**config.mk**
```make
export PLATFORM = sky130hd
export DESIGN_NAME = serial_subtractor
export DESIGN_NICKNAME = d
export VERILOG_FILES = /design/src/rtl/serial_sub_pkg.sv /design/src/rtl/fs_cell.sv /design/src/rtl/serial_subtractor.sv
export SDC_FILE = /design/constraint.sdc
export NUM_CORES = 1
export LEC_CHECK = 0
export BUFFER_PORTS_ARGS = -buffer_cell sky130_fd_sc_hd__buf_2
export CORE_ASPECT_RATIO = 1.2
export CORE_UTILIZATION = 40
export DETAILED_ROUTE_END_ITERATION = 10
export GPL_TIMING_DRIVEN = 0
export PLACE_DENSITY = 0.73
export SETUP_SLACK_MARGIN = 0.05
export SYNTH_ARGS = -nofsm -noshare
export SYNTH_HDL_FRONTEND = slang
export SYNTH_SLANG_ARGS = --single-unit
```
**constraint.sdc**
```tcl
create_clock -name i_clk -period 2.65 [get_ports i_clk]
set_input_delay 0.1325 -clock i_clk [delete_from_list [all_inputs] [get_ports i_clk]]
set_output_delay 0.1325 -clock i_clk [all_outputs]
set_load 0.01 [all_outputs]
```
**src/rtl/serial_sub_pkg.sv**
```systemverilog
// Shared definitions for the bit-serial subtractor: FSM state encoding,
// default operand width and the bit-counter width helper.
package serial_sub_pkg;

  localparam int unsigned DefaultWidth = 8;

  typedef enum logic [1:0] {
    StIdle = 2'd0,
    StRun  = 2'd1,
    StDone = 2'd2
  } state_e;

  // Counter must hold 0..width-1; never narrower than one bit.
  function automatic int unsigned cnt_width(input int unsigned width);
    return (width < 2) ? 1 : $clog2(width);
  endfunction

endpackage

```
**src/rtl/fs_cell.sv**
```systemverilog
// Combinational one-bit full subtractor: d = a - b - bin, with borrow-out.
module fs_cell (
  input  logic i_a,
  input  logic i_b,
  input  logic i_bin,
  output logic o_d,
  output logic o_bout
);

  // Difference bit and borrow generated/propagated by this bit position.
  always_comb begin
    o_d    = i_a ^ i_b ^ i_bin;
    o_bout = (~i_a & i_b) | (~(i_a ^ i_b) & i_bin);
  end

endmodule

```
**src/rtl/serial_subtractor.sv**
```systemverilog
// Bit-serial subtractor: D = A - B - Bin, LSB first, one bit per cycle using a
// single fs_cell and a borrow flop. Result pulses done WIDTH+1 cycles after start.
// Optional signed-overflow output V is enabled by defining SERIAL_SUB_OVF_EN.
module serial_subtractor
  import serial_sub_pkg::*;
#(
  parameter int unsigned WIDTH = DefaultWidth
) (
  input  logic             i_clk,
  input  logic             i_rst,
  input  logic             i_start,
  input  logic [WIDTH-1:0] i_a,
  input  logic [WIDTH-1:0] i_b,
  input  logic             i_bin,
  output logic             o_busy,
  output logic             o_done,
  output logic [WIDTH-1:0] o_d,
  output logic             o_bout
`ifdef SERIAL_SUB_OVF_EN
  ,
  output logic             o_v
`endif
);

  localparam int unsigned CntW = cnt_width(WIDTH);
  localparam logic [CntW-1:0] LastCnt = CntW'(WIDTH - 1);

  state_e           r_state;
  state_e           w_state_next;
  logic [WIDTH-1:0] r_a;
  logic [WIDTH-1:0] r_b;
  logic [WIDTH-1:0] r_d;
  logic [CntW-1:0]  r_cnt;
  logic             r_br;
  logic             r_bout;
  logic             w_d;
  logic             w_bout;
  logic             w_last;
  logic             w_accept;

`ifdef SERIAL_SUB_OVF_EN
  logic r_a_msb;
  logic r_b_msb;
  logic r_v;
`endif

  fs_cell u_fs_cell (
    .i_a    (r_a[0]),
    .i_b    (r_b[0]),
    .i_bin  (r_br),
    .o_d    (w_d),
    .o_bout (w_bout)
  );

  assign w_last   = (r_cnt == LastCnt);
  assign w_accept = (r_state == StIdle) && i_start;

  // State register; reset overrides any simultaneous start.
  always_ff @(posedge i_clk) begin
    if (i_rst) begin
      r_state <= StIdle;
    end else begin
      r_state <= w_state_next;
    end
  end

  // Next-state logic and handshake outputs.
  always_comb begin
    w_state_next = r_state;
    o_busy       = 1'b0;
    o_done       = 1'b0;
    case (r_state)
      StIdle: begin
        if (i_start) w_state_next = StRun;
      end
      StRun: begin
        o_busy = 1'b1;
        if (w_last) w_state_next = StDone;
      end
      StDone: begin
        o_done       = 1'b1;
        w_state_next = StIdle;
      end
      default: w_state_next = StIdle;
    endcase
  end

  // Operand load on accept, then one shift/borrow step per RUN cycle.
  always_ff @(posedge i_clk) begin
    if (i_rst) begin
      r_a    <= '0;
      r_b    <= '0;
      r_d    <= '0;
      r_cnt  <= '0;
      r_br   <= 1'b0;
      r_bout <= 1'b0;
`ifdef SERIAL_SUB_OVF_EN
      r_a_msb <= 1'b0;
      r_b_msb <= 1'b0;
      r_v     <= 1'b0;
`endif
    end else if (w_accept) begin
      r_a    <= i_a;
      r_b    <= i_b;
      r_d    <= '0;
      r_cnt  <= '0;
      r_br   <= i_bin;
      r_bout <= 1'b0;
`ifdef SERIAL_SUB_OVF_EN
      r_a_msb <= i_a[WIDTH-1];
      r_b_msb <= i_b[WIDTH-1];
      r_v     <= 1'b0;
`endif
    end else if (r_state == StRun) begin
      r_a   <= {1'b0, r_a[WIDTH-1:1]};
      r_b   <= {1'b0, r_b[WIDTH-1:1]};
      r_d   <= {w_d, r_d[WIDTH-1:1]};
      r_br  <= w_bout;
      r_cnt <= r_cnt + 1'b1;
      if (w_last) begin
        r_bout <= w_bout;
`ifdef SERIAL_SUB_OVF_EN
        // w_d is the bit landing in the result MSB on this final edge.
        r_v <= (r_a_msb != r_b_msb) && (w_d != r_a_msb);
`endif
      end
    end
  end

  assign o_d    = r_d;
  assign o_bout = r_bout;
`ifdef SERIAL_SUB_OVF_EN
  assign o_v    = r_v;
`endif

endmodule

```
-- Word-level counts from Yosys, hierarchy flattened
Cells that the tools add are included.
- flip-flop bits (word level): 31
- bits of input ports: 20
- output and inout bits: 11
- logic and storage cells: 37
- $add $sub $neg: 1
- equal/unequal tests: 5
- mux-type cells: 11
- bitwise operators: 7
- reductions and logical operators: 6
- operators by type and width (cell ; count):
    $mux W8 ; 4
    $mux W1 ; 4
    $mux W2 ; 2
    $ne A2 B2 Y1 const B ; 2
    $pmux W2 S2 ; 1
    $reduce_and A2 Y1 ; 2
    $add A3 B1 Y3 const B ; 1
    $eq A3 B3 Y1 const B ; 1
    $and A1 B1 Y1 ; 2
    $eq A2 B1 Y1 const B ; 1
    $eq A2 B2 Y1 const B ; 1
    $logic_not A2 Y1 ; 1
    $not A1 Y1 ; 2
    $reduce_bool A2 Y1 ; 1
    $reduce_or A2 Y1 ; 1
    $xor A1 B1 Y1 ; 2
    $logic_and A1 B1 Y1 ; 1
    $or A1 B1 Y1 ; 1

-- Longest topological paths before layout
Gate-level depths: netlist of run 1.
- depth after elaboration: 6
- mapped depth: 7

-- By module
A second synthesis of run 1 with hierarchy kept.
- cells, all modules: 163
- area, all modules: 1370.1 um2
- modules (own cells, without submodules) (module ; instances ; cells each ; area each (um2) ; seq. area each (um2)):
    serial_subtractor ; 1 ; 159 ; 1338.8 ; 620.6
    fs_cell ; 1 ; 4 ; 31.3 ; 0.0

-- Least setup slack after synthesis of run 1
OpenSTA, ideal clock, no wires.
- path kind: reg2reg
- from: reg r_state[1]
- to: reg r_a[7]
- arrival time: 1169 ps
- data required time: 2518 ps
- setup slack: 1349 ps
- stages on the path, launching flop included: 7
- path buffers: 3
- period minus slack after synthesis: 1301 ps
- path through: dfxtp_1 -> buf_6 -> or3b_1 -> buf_6 -> buf_6 -> nand3_1 -> a21oi_1
- word-level cells in the longest chain between the ends: 3
- ends and longest elaborated chain (what ; line ; text):
    start: declaration ; serial_subtractor.sv:28 ; state_e r_state;
    start signal: assignment ; serial_subtractor.sv:61 ; r_state <= StIdle;
    start signal: assignment ; serial_subtractor.sv:63 ; r_state <= w_state_next;
    $logic_not A2 Y1 ; serial_subtractor.sv:56 ; assign w_accept = (r_state == StIdle) && i_start;
    $logic_and A1 B1 Y1 ; serial_subtractor.sv:56 ;
    $mux W8 / $reduce_bool A2 Y1 (equally long branches) ; -- ;
    end signal: assignment ; serial_subtractor.sv:103 ; r_a <= i_a;
    end signal: assignment ; serial_subtractor.sv:115 ; r_a <= {1'b0, r_a[WIDTH-1:1]};
    end: declaration ; serial_subtractor.sv:30 ; logic [WIDTH-1:0] r_a;
Several ways; a longest one is shown, not always the timed one.
A chain may end at the register's enable or synchronous reset.

-- Final worst setup path of run 1
- from: reg r_state[1]
- to: out o_busy
- word-level cells in the longest chain between the ends: 2
- ends and longest elaborated chain (what ; line ; text):
    $eq A2 B1 Y1 ; serial_subtractor.sv:72 ; case (r_state)
    $mux W1 ; serial_subtractor.sv:72 ;
    end: declaration ; serial_subtractor.sv:15 ; output logic o_busy,
Every way passes these cells.

==> results.json, run 1 <==
{
  "status": "finished clean",
  "fin_crit_sh": 0.641,
  "initial_core_util": 0.431,
  "area_growth_pct": 18.1,
  "port_buffers": 30,
  "placed_cells": 230,
  "cts_hold_buf": 0,
  "insertion_delay_ns": 0.33,
  "drt_pass1_iterations": 4,
  "setup_viol": 0,
  "worst-r2r-setup-slack_ns": 1.22,
  "tns_ns": 0,
  "finClkSkew_ns": 0.00600,
  "clock_path_buffers": 2,
  "ant_nets": 0,
  "finalNetCount": 224,
  "synth.most_common_cell": "nand2_1",
  "tightest_slew_ns": 0.512,
  "critPathLaunchType": "flip-flop",
  "syn_nets": 187,
  "slew_headroom": 0.659,
  "synth_top_cell_by_area": "dfxtp_1",
  "holdCritPathClass": "input port to flip-flop",
  "synth_area_um2": 1350,
  "p_leak_nw": 0.663,
  "max_clock_freq_ghz": 0.589,
  "cts.sinks": 31,
  "cts_resized": 0,
  "htree_levels": 2,
  "cp_max_fo": 10,
  "avgSynthCellArea_um2": 8.25,
  "coreArea_um2": 3140,
  "grt_pass1_wl_um": 4510,
  "fin_crit_ns": 1.70,
  "slew_viol_final": 0,
  "yosys-top-cells-area": "dfxtp_1 46%, a21oi_1 10%, nand2_1 10%",
  "diodes": 0,
  "grt-busiest-layer": "met2",
  "ys_warn_count": 0,
  "fill_cells": 333,
  "synthCells": 164,
  "r2r-start": "r_state[1]",
  "dieArea_um2": 3620,
  "grt_pass1_vias": 1049,
  "grt_max_degree": 11,
  "row_count": 22,
  "dieWidth_um": 55.1,
  "ys_seq_area_frac": 0.458,
  "drt_iter0_markers": 25,
  "cp.required_ns": 2.52,
  "num_vias": 1187,
  "vias_per_cell": 4.99,
  "instances_no_fill": 238,
  "dp_hpwl_um": 1930,
  "drcViolationCount": 0,
  "grt_usage": 0.175,
  "crit_type": "flip-flop to output pin",
  "post_cts_buffers": 0,
  "drive_above_1_share": 0.272,
  "drt-wirelength-per-cell_um": 11.3,
  "r2r_end": "r_a[2]",
  "ir_worst_vdd_v": 0.000395,
  "async_flop_share": 0,
  "totalPowerFinal_uw": 909,
  "maxCapViolCount": 0,
  "tritoncts": "done",
  "use_met2": 0.268,
  "pin_count": 31,
  "startpoint": "r_state[1]",
  "cts_buffers": 5,
  "powerDensity_nw_per_um2": 569,
  "antenna_found_initial": 0,
  "crit_path_end": "o_busy",
  "grt_overflow": 0,
  "die_height_um": 65.7,
  "rsz0062_at_grt": "false",
  "synth_commonest_cells": "36 x nand2_1, 31 x dfxtp_1, 27 x a21oi_1, 18 x nor2_1, 10 x a211oi_1",
  "synth_seq_cells": 31,
  "cts-root-buf": "clkbuf_4",
  "clk_pin_slew_ns": 0.09,
  "synth.distinct_cells": 26,
  "use_met3": 0.0556,
  "hold_violations": 0,
  "gp_congestion": 0.739,
  "critical_path_arrival_ns": 1.57,
  "grt_use_met1": 0.219,
  "ys.flop_type": "dfxtp_1",
  "rr_worst_depth": 6,
  "final_core_util": 0.510,
  "endpoint_kind": "output pin",
  "routed_wl_um": 2700,
  "synth-edff-count": 0,
  "yosysTopAreaCellShare": 0.458
}
## metal layers
metal	up-vias	wire, µm	part of all wire
li1	623	-	-
met2	30	1250	0.46
met1	527	1260	0.47
met4	0	50	0.019
met5	-	0	0
met3	7	134	0.050
## cells by family after synthesis
logic type,after synthesis,share of synthesized area
simple gates,72,0.243
compound gates,41,0.186
flops,31,0.458
buf+inv,16,0.0730
fa+ha+maj,3,0.0333
xor+xnor,1,0.00647
## placed cells by master (no fill, tap or decap)
cell       n
nand3_1    2
ha_1       2
a311oi_1   1
o21a_1     1
o21ba_2    1
buf_4      2
nor3b_2    1
buf_2     35
a211oi_1  10
nor2_1    18
a21oi_1   27
clkinv_2   1
a311oi_2   1
buf_6      3
nor3_1     4
or3b_2     4
nand2_1   36
inv_4      1
clkbuf_1   5
fa_1       1
dfxtp_1   31
xnor2_1    1
or3b_1     1
clkbuf_4   5
inv_1      2
nand2b_1   4
nand2b_2   1
nor2b_1    1
## registers in the layout (all words and copies together) (netlist names)
signal,count
r_br,1
r_cnt,3
o_d,8
o_bout,1
r_state,2
r_b,8
r_a,8
## final cells by class
cell class                      instances  area [µm²]  share of cell area
Inverter                                3        13.8             0.00861
Clock buffer                            7        45.0              0.0282
Multi-Input combinational cell        117         634               0.397
Buffer                                 13        85.1              0.0532
Tap cell                               36        45.0              0.0282
Timing Repair Buffer                   30         150              0.0939
Sequential cell                        31         621               0.388
Clock inverter                          1        5.00             0.00313
## critical path: stages (launching register included)
cell and delay, ns:
dfxtp_1 0.32, buf_6 0.13, nand2b_1 0.13, buf_2 0.17, inv_4 0.11, buf_2 0.22
buf_2 0.16
## per-stage QoR
step | setup slack [ns] | hold WS (ns) | area [µm²]
final | 0.952 | 0.0265 | 1600
after global routing | 0.873 | 0.0283 | 1600
after CTS | 0.935 | 0.0141 | 1600
after detailed placement | 1.22 | 0.379 | 1550
after global placement | 1.27 | 0.374 | 1550
after floorplan | 1.35 | 0.269 | 1350
## worst min path at each step
stage / startpoint / end / slack (ns) / cells past startpoint
floorplan: i_a[7] / r_a[7] / 0.27 / 2
global route: i_b[7] / r_b[7] / 0.03 / 3
finish: i_b[7] / r_b[7] / 0.03 / 3
global placement: i_a[7] / r_a[7] / 0.37 / 3
CTS: i_b[7] / r_b[7] / 0.01 / 3
detailed placement: i_b[7] / r_b[7] / 0.38 / 3
## power by group
group	switching, mW	leakage (nW)	total [mW]	internal [mW]
logic	0.0783	0.380	0.141	0.0629
clock network	0.157	0.0293	0.260	0.103
registers	0.0150	0.254	0.508	0.493
total	0.250	0.663	0.909	0.659
Note: power is estimated with default switching activity, not from simulation.
==> inputs of run 2 (changes only) <==
--- a/config.mk
+++ b/config.mk
@@ -5,12 +5,13 @@
 export SDC_FILE = /design/constraint.sdc
 export NUM_CORES = 1
 export LEC_CHECK = 0
+export ABC_AREA = 1
 export BUFFER_PORTS_ARGS = -buffer_cell sky130_fd_sc_hd__buf_2
 export CORE_ASPECT_RATIO = 1.2
 export CORE_UTILIZATION = 40
 export DETAILED_ROUTE_END_ITERATION = 10
 export GPL_TIMING_DRIVEN = 0
-export PLACE_DENSITY = 0.73
+export PLACE_DENSITY = 0.74
 export SETUP_SLACK_MARGIN = 0.05
 export SYNTH_ARGS = -nofsm -noshare
 export SYNTH_HDL_FRONTEND = slang
==> constraint.sdc (replaced) <==
create_clock -name i_clk -period 1.5 [get_ports i_clk]
set_input_delay 0.075 -clock i_clk [delete_from_list [all_inputs] [get_ports i_clk]]
set_output_delay 0.075 -clock i_clk [all_outputs]
set_load 0.01 [all_outputs]
==> results.json, run 2 <==
{
  "die_height_um": 70.1,
  "ys_warn_count": 0,
  "synth.most_common_cell": "nand2_1",
  "row_count": 24,
  "multi_input_area_um2": 717,
  "tns_ns": 0,
  "p_sw_frac": 0.272,
  "insertion_delay_ns": 0.29,
  "pin_count": 31,
  "drcViolationCount": 0,
  "routed_wl_um": 3340,
  "gp_congestion": 0.767,
  "grt_overflow": 0,
  "cts-root-buf": "clkbuf_8",
  "port_buffers": 29,
  "area_growth_pct": 20.6,
  "grt_pass1_vias": 1340,
  "r2r-start": "r_state[0]",
  "grt_pass1_wl_um": 5790,
  "coreArea_um2": 3660,
  "ir_worst_vdd_v": 0.000524,
  "tightest_slew_ns": 0.528,
  "drt_pass1_iterations": 4,
  "critPathSlowestCell": "dfxtp_1",
  "maxCapViolCount": 0,
  "p_leak_nw": 0.930,
  "worstHoldPathCells": 3,
  "cp_max_fo": 10,
  "cts_buffers": 5,
  "synth.distinct_cells": 21,
  "clock_path_buffers": 2,
  "p_int_mw": 1.34,
  "hold_violations": 0,
  "critical_path_arrival_ns": 1.24,
  "switching_power_uw": 500,
  "layout_common_cells": "70 x nand2_1, 33 x inv_1, 33 x buf_2, 31 x dfxtp_1, 26 x nand3_1",
  "drt_iter0_markers": 77,
  "setup_viol": 0,
  "pwr-share-clk": 0.366,
  "clk_pin_slew_ns": 0.07,
  "max_clock_freq_ghz": 0.760,
  "drive_above_1_share": 0.248,
  "async_flop_share": 0,
  "ys.flop_type": "dfxtp_1",
  "fin_crit_sh": 0.878,
  "worst-path-buf-inv": 4,
  "powerDensity_nw_per_um2": 986,
  "fill_cells": 404,
  "slew_viol_final": 0,
  "slew_headroom": 0.648,
  "synth_area_um2": 1550,
  "avgSynthCellArea_um2": 6.78,
  "tritoncts": "done",
  "initial_core_util": 0.422,
  "finalNetCount": 289,
  "cts.sinks": 31,
  "ant_nets": 0,
  "cp.depth": 5,
  "fin_crit_ns": 1.32,
  "grt_max_degree": 11,
  "yosys-top-cells-area": "dfxtp_1 40%, nand2_1 17%, nand3_1 8.4%",
  "yosysTopAreaCellShare": 0.402,
  "synth_commonest_cells": "70 x nand2_1, 33 x inv_1, 31 x dfxtp_1, 26 x nand3_1, 14 x a21oi_1",
  "drt-wirelength-per-cell_um": 10.5,
  "synthCells": 228,
  "synth_top_cell_by_area": "dfxtp_1",
  "crit_type": "flip-flop to output pin",
  "synth-edff-count": 0,
  "final_common_cell": "nand2_1",
  "path_delay_family": "buffers and inverters",
  "combPwrFrac": 0.152,
  "grt_usage": 0.187,
  "dieWidth_um": 58.7,
  "dp_hpwl_um": 2290,
  "seq_area_um2": 621,
  "worst_hold_slack_ns": 0.0364,
  "vias_per_cell": 4.53,
  "finClkSkew_ns": 0.00862,
  "rsz0062_at_grt": "false",
  "fin_area_um2": 1860,
  "crit_chain": "buf_4 > inv_1 > nor2_4 > buf_6 > buf_2",
  "status": "finished clean",
  "hp-start": "i_a[7]",
  "critPathMaxStageDelay_ns": 0.31,
  "num_vias": 1439,
  "antenna_found_initial": 0,
  "startpoint": "r_state[0]",
  "htree_levels": 2,
  "placed_cell_area_um2": 1760,
  "dieArea_um2": 4120,
  "diodes": 0,
  "cp.required_ns": 1.42,
  "syn_nets": 251,
  "synth_seq_cells": 31,
  "endpoint_kind": "output pin",
  "rr_worst_depth": 5,
  "ys_seq_area_frac": 0.402,
  "seqPwrFrac": 0.482,
  "critPathLaunchType": "flip-flop",
  "holdCritPathClass": "input port to flip-flop"
}
==> run 2: worst register-to-register path: cells and delay by family, from the launching register on <==
family                 cells  cell delay [ns]
AO/OA/AOI/OAI              2             0.47
buffers and inverters      2             0.40
flip-flops                 1             0.30
AND/OR/NAND/NOR            1             0.06
==> run 2: path summary, 6_finish.rpt <==
path	slack, ns	end
max	0.18	o_busy
min	0.04	r_a[7]
max reg2reg	0.19	r_b[6]
min reg2reg	0.47	r_b[7]
==> run 2: cell families after synthesis <==
logic type | count (synthesis) | synth area share
compound gates | 22 | 0.0737
xor+xnor | 1 | 0.00567
fa+ha+maj | 3 | 0.0291
buf+inv | 48 | 0.134
flops | 31 | 0.402
simple gates | 123 | 0.355
==> run 2: layout make-up <==
type | instances | area share
Multi-Input combinational cell | 149 | 0.385
Sequential cell | 31 | 0.333
Timing Repair Buffer | 31 | 0.0860
Inverter | 35 | 0.0705
Clock buffer | 6 | 0.0443
Buffer | 13 | 0.0437
Tap cell | 52 | 0.0349
Clock inverter | 1 | 0.00269
==> run 2: per-stage QoR <==
step / setup WS [ns] / power [mW] / utilization / cells
2_1_floorplan: 0.367 / 1.09 / - / 228
3_3_place_gp: 0.218 / 1.17 / 0.479 / 309
3_5_place_dp: 0.213 / 1.17 / 0.479 / 309
4_1_cts: 0.0680 / 1.84 / 0.503 / 316
5_1_grt: 0.0912 / 1.93 / 0.509 / 318
6_report: 0.183 / 1.84 / 0.509 / 318
==> run 2: repair_timing <==
| action | 4_1_cts | 5_1_grt |
|---|---|---|
| setup buffers | 0 | 2 |
| gates resized for setup | 0 | 3 |
| hold buffers | 0 | 0 |
| setup endpoints to repair | 0 | 2 |
==> run 2: power groups by stage <==
stage               sequential [mW]  clock [mW]  combinational, mW
finish                        0.886       0.673              0.279
global route                  0.890       0.717              0.320
CTS                           0.886       0.683              0.271
detailed placement            0.904           0              0.269
global placement              0.903           0              0.268
floorplan                     0.900           0              0.195
==> run 2: routing by layer <==
metal,vias to the layer above,global-route usage,share of wire
met5,-,0,0
met3,8,0.0444,0.043
met1,636,0.220,0.45
met4,0,0.0952,0.022
li1,762,-,-
met2,33,0.309,0.48
==> inputs of run 3 (changes only) <==
--- a/config.mk
+++ b/config.mk
@@ -5,13 +5,12 @@
 export SDC_FILE = /design/constraint.sdc
 export NUM_CORES = 1
 export LEC_CHECK = 0
-export ABC_AREA = 1
 export BUFFER_PORTS_ARGS = -buffer_cell sky130_fd_sc_hd__buf_2
 export CORE_ASPECT_RATIO = 1.2
+export CORE_MARGIN = 3
 export CORE_UTILIZATION = 40
 export DETAILED_ROUTE_END_ITERATION = 10
-export GPL_TIMING_DRIVEN = 0
-export PLACE_DENSITY = 0.74
+export PLACE_DENSITY = 0.76
 export SETUP_SLACK_MARGIN = 0.05
 export SYNTH_ARGS = -nofsm -noshare
 export SYNTH_HDL_FRONTEND = slang
==> results.json, run 3 (synthesized netlist as in run 1, its figures left out) <==
{
  "grt_pass1_wl_um": 4440,
  "rsz0062_at_grt": "false",
  "pin_count": 31,
  "switching_power_uw": 425,
  "post_cts_buffers": 0,
  "grt_overflow": 0,
  "grt_max_degree": 21,
  "fin_crit_ns": 1.31,
  "holdCritPathClass": "input port to flip-flop",
  "crit_path_end": "r_a[2]",
  "routed_wl_um": 2730,
  "pre_cts_ws_ns": 0.186,
  "drt_iter0_markers": 45,
  "drt_pass1_iterations": 4,
  "powerDensity_nw_per_um2": 981,
  "hp-start": "i_b[4]",
  "final_common_cell": "nand2_1",
  "r2r_end": "r_a[2]",
  "combPwrFrac": 0.166,
  "ir_worst_vdd_v": 0.000527,
  "drive_above_1_share": 0.269,
  "worst_hold_slack_ns": 0.0279,
  "pwr-share-clk": 0.267,
  "dieWidth_um": 59.1,
  "r2r-start": "r_state[1]",
  "layout_common_cells": "36 x nand2_1, 31 x dfxtp_1, 30 x buf_2, 27 x a21oi_1, 18 x nor2_1",
  "max_clock_freq_ghz": 0.762,
  "grt_usage": 0.139,
  "hold_violations": 0,
  "final_core_util": 0.513,
  "grt_pass1_vias": 1011,
  "dp_hpwl_um": 1830,
  "cp.required_ns": 1.70,
  "status": "finished clean",
  "coreArea_um2": 3140,
  "p_int_mw": 1.15,
  "rr_worst_depth": 4,
  "port_buffers": 30,
  "tns_ns": 0,
  "diodes": 0,
  "p_sw_frac": 0.269,
  "tritoncts": "done",
  "clk_pin_slew_ns": 0.09,
  "setup_viol": 0,
  "critical_path_arrival_ns": 1.51,
  "p_leak_nw": 0.664,
  "worst_slack_ns": 0.188,
  "drt-wirelength-per-cell_um": 11.7,
  "slew_headroom": 0.747,
  "seqPwrFrac": 0.567,
  "insertion_delay_ns": 0.32,
  "num_vias": 1178,
  "finClkSkew_ns": 0.00698,
  "dieArea_um2": 4120,
  "cp_max_fo": 12,
  "slew_viol_final": 0,
  "initial_core_util": 0.431,
  "worst-r2r-setup-slack_ns": 0.19,
  "fin_crit_sh": 0.875,
  "row_count": 22,
  "cts-root-buf": "clkbuf_4",
  "tightest_slew_ns": 0.380,
  "cts.sinks": 31,
  "vias_per_cell": 5.06,
  "endpoint_kind": "flip-flop",
  "critPathLaunchType": "flip-flop",
  "antenna_found_initial": 0,
  "drcViolationCount": 0,
  "cts_buffers": 5,
  "clock_path_buffers": 2,
  "maxCapViolCount": 0,
  "finalNetCount": 221,
  "area_growth_pct": 18.9,
  "startpoint": "r_state[1]",
  "crit_type": "flip-flop to flip-flop",
  "htree_levels": 2,
  "ant_nets": 0,
  "gp_congestion": 0.775,
  "die_height_um": 69.7
}
run 3: cell count changes in the layout (fill, tap and decap cells not counted), moves of 4 or more:
cell / change
nor2_2: -10
o21ai_0: -7
clkbuf_8: -6
nand2_1: -34
nor2_1: +6
nor3_1: +4
inv_1: -31
or3b_2: +4
a211oi_1: +10
nand3_1: -24
a21oi_1: +13
clkbuf_4: +5
run 3: worst min-delay path by stage:
stage,endpoint,slack [ns],cells past startpoint
CTS,r_b[5],0.02,3
detailed placement,r_b[7],0.32,3
global placement,r_a[7],0.32,3
floorplan,r_a[7],0.21,2
finish,r_b[4],0.03,3
global route,r_b[2],0.03,3
run 3: metal layers:
layer	vias up	routed length, µm	part of all wire	GRT usage
met2	27	1290	0.47	0.208
met5	-	0	0	0
met3	6	140	0.051	0.0484
met1	527	1250	0.46	0.174
met4	0	48	0.018	0.0680
li1	618	-	-	-
run 3: power by group through the flow:
stage / sequential (mW) / clock [mW] / combinational, mW
finish: 0.895 / 0.421 / 0.263
detailed placement: 0.914 / 0 / 0.248
global placement: 0.913 / 0 / 0.249
floorplan: 0.910 / 0 / 0.182
CTS: 0.895 / 0.428 / 0.263
global route: 0.900 / 0.462 / 0.298
run 3: worst max-delay path, cell delays in order, from the launching register on:
cell and delay (ns):
dfxtp_1 0.31, or3b_1 0.51, buf_12 0.20, nor2_1 0.11
a311oi_2 0.06
run 3: through the flow:
step | power (mW) | instances | cell area [µm²]
floorplan | 1.09 | 164 | 1350
global placement | 1.16 | 224 | 1530
detailed placement | 1.16 | 224 | 1530
CTS | 1.59 | 233 | 1600
global route | 1.66 | 233 | 1610
finish | 1.58 | 233 | 1610
run 3: area by class of cell:
| cell class | instances | area, µm² |
|---|---|---|
| Clock buffer | 6 | 41.3 |
| Fill cell | 316 | 1530 |
| Inverter | 3 | 18.8 |
| Multi-Input combinational cell | 117 | 642 |
| Sequential cell | 31 | 621 |
| Tap cell | 36 | 45.0 |
| Timing Repair Buffer | 39 | 235 |
| Timing Repair inverter | 1 | 6.26 |
run 3: what timing repair did:
item,CTS,global route
pin swaps,0,0
setup endpoints to repair,1,7
hold endpoints to repair,2,0
gates resized for setup,4,1
cloned,1,0
hold buffers,2,0
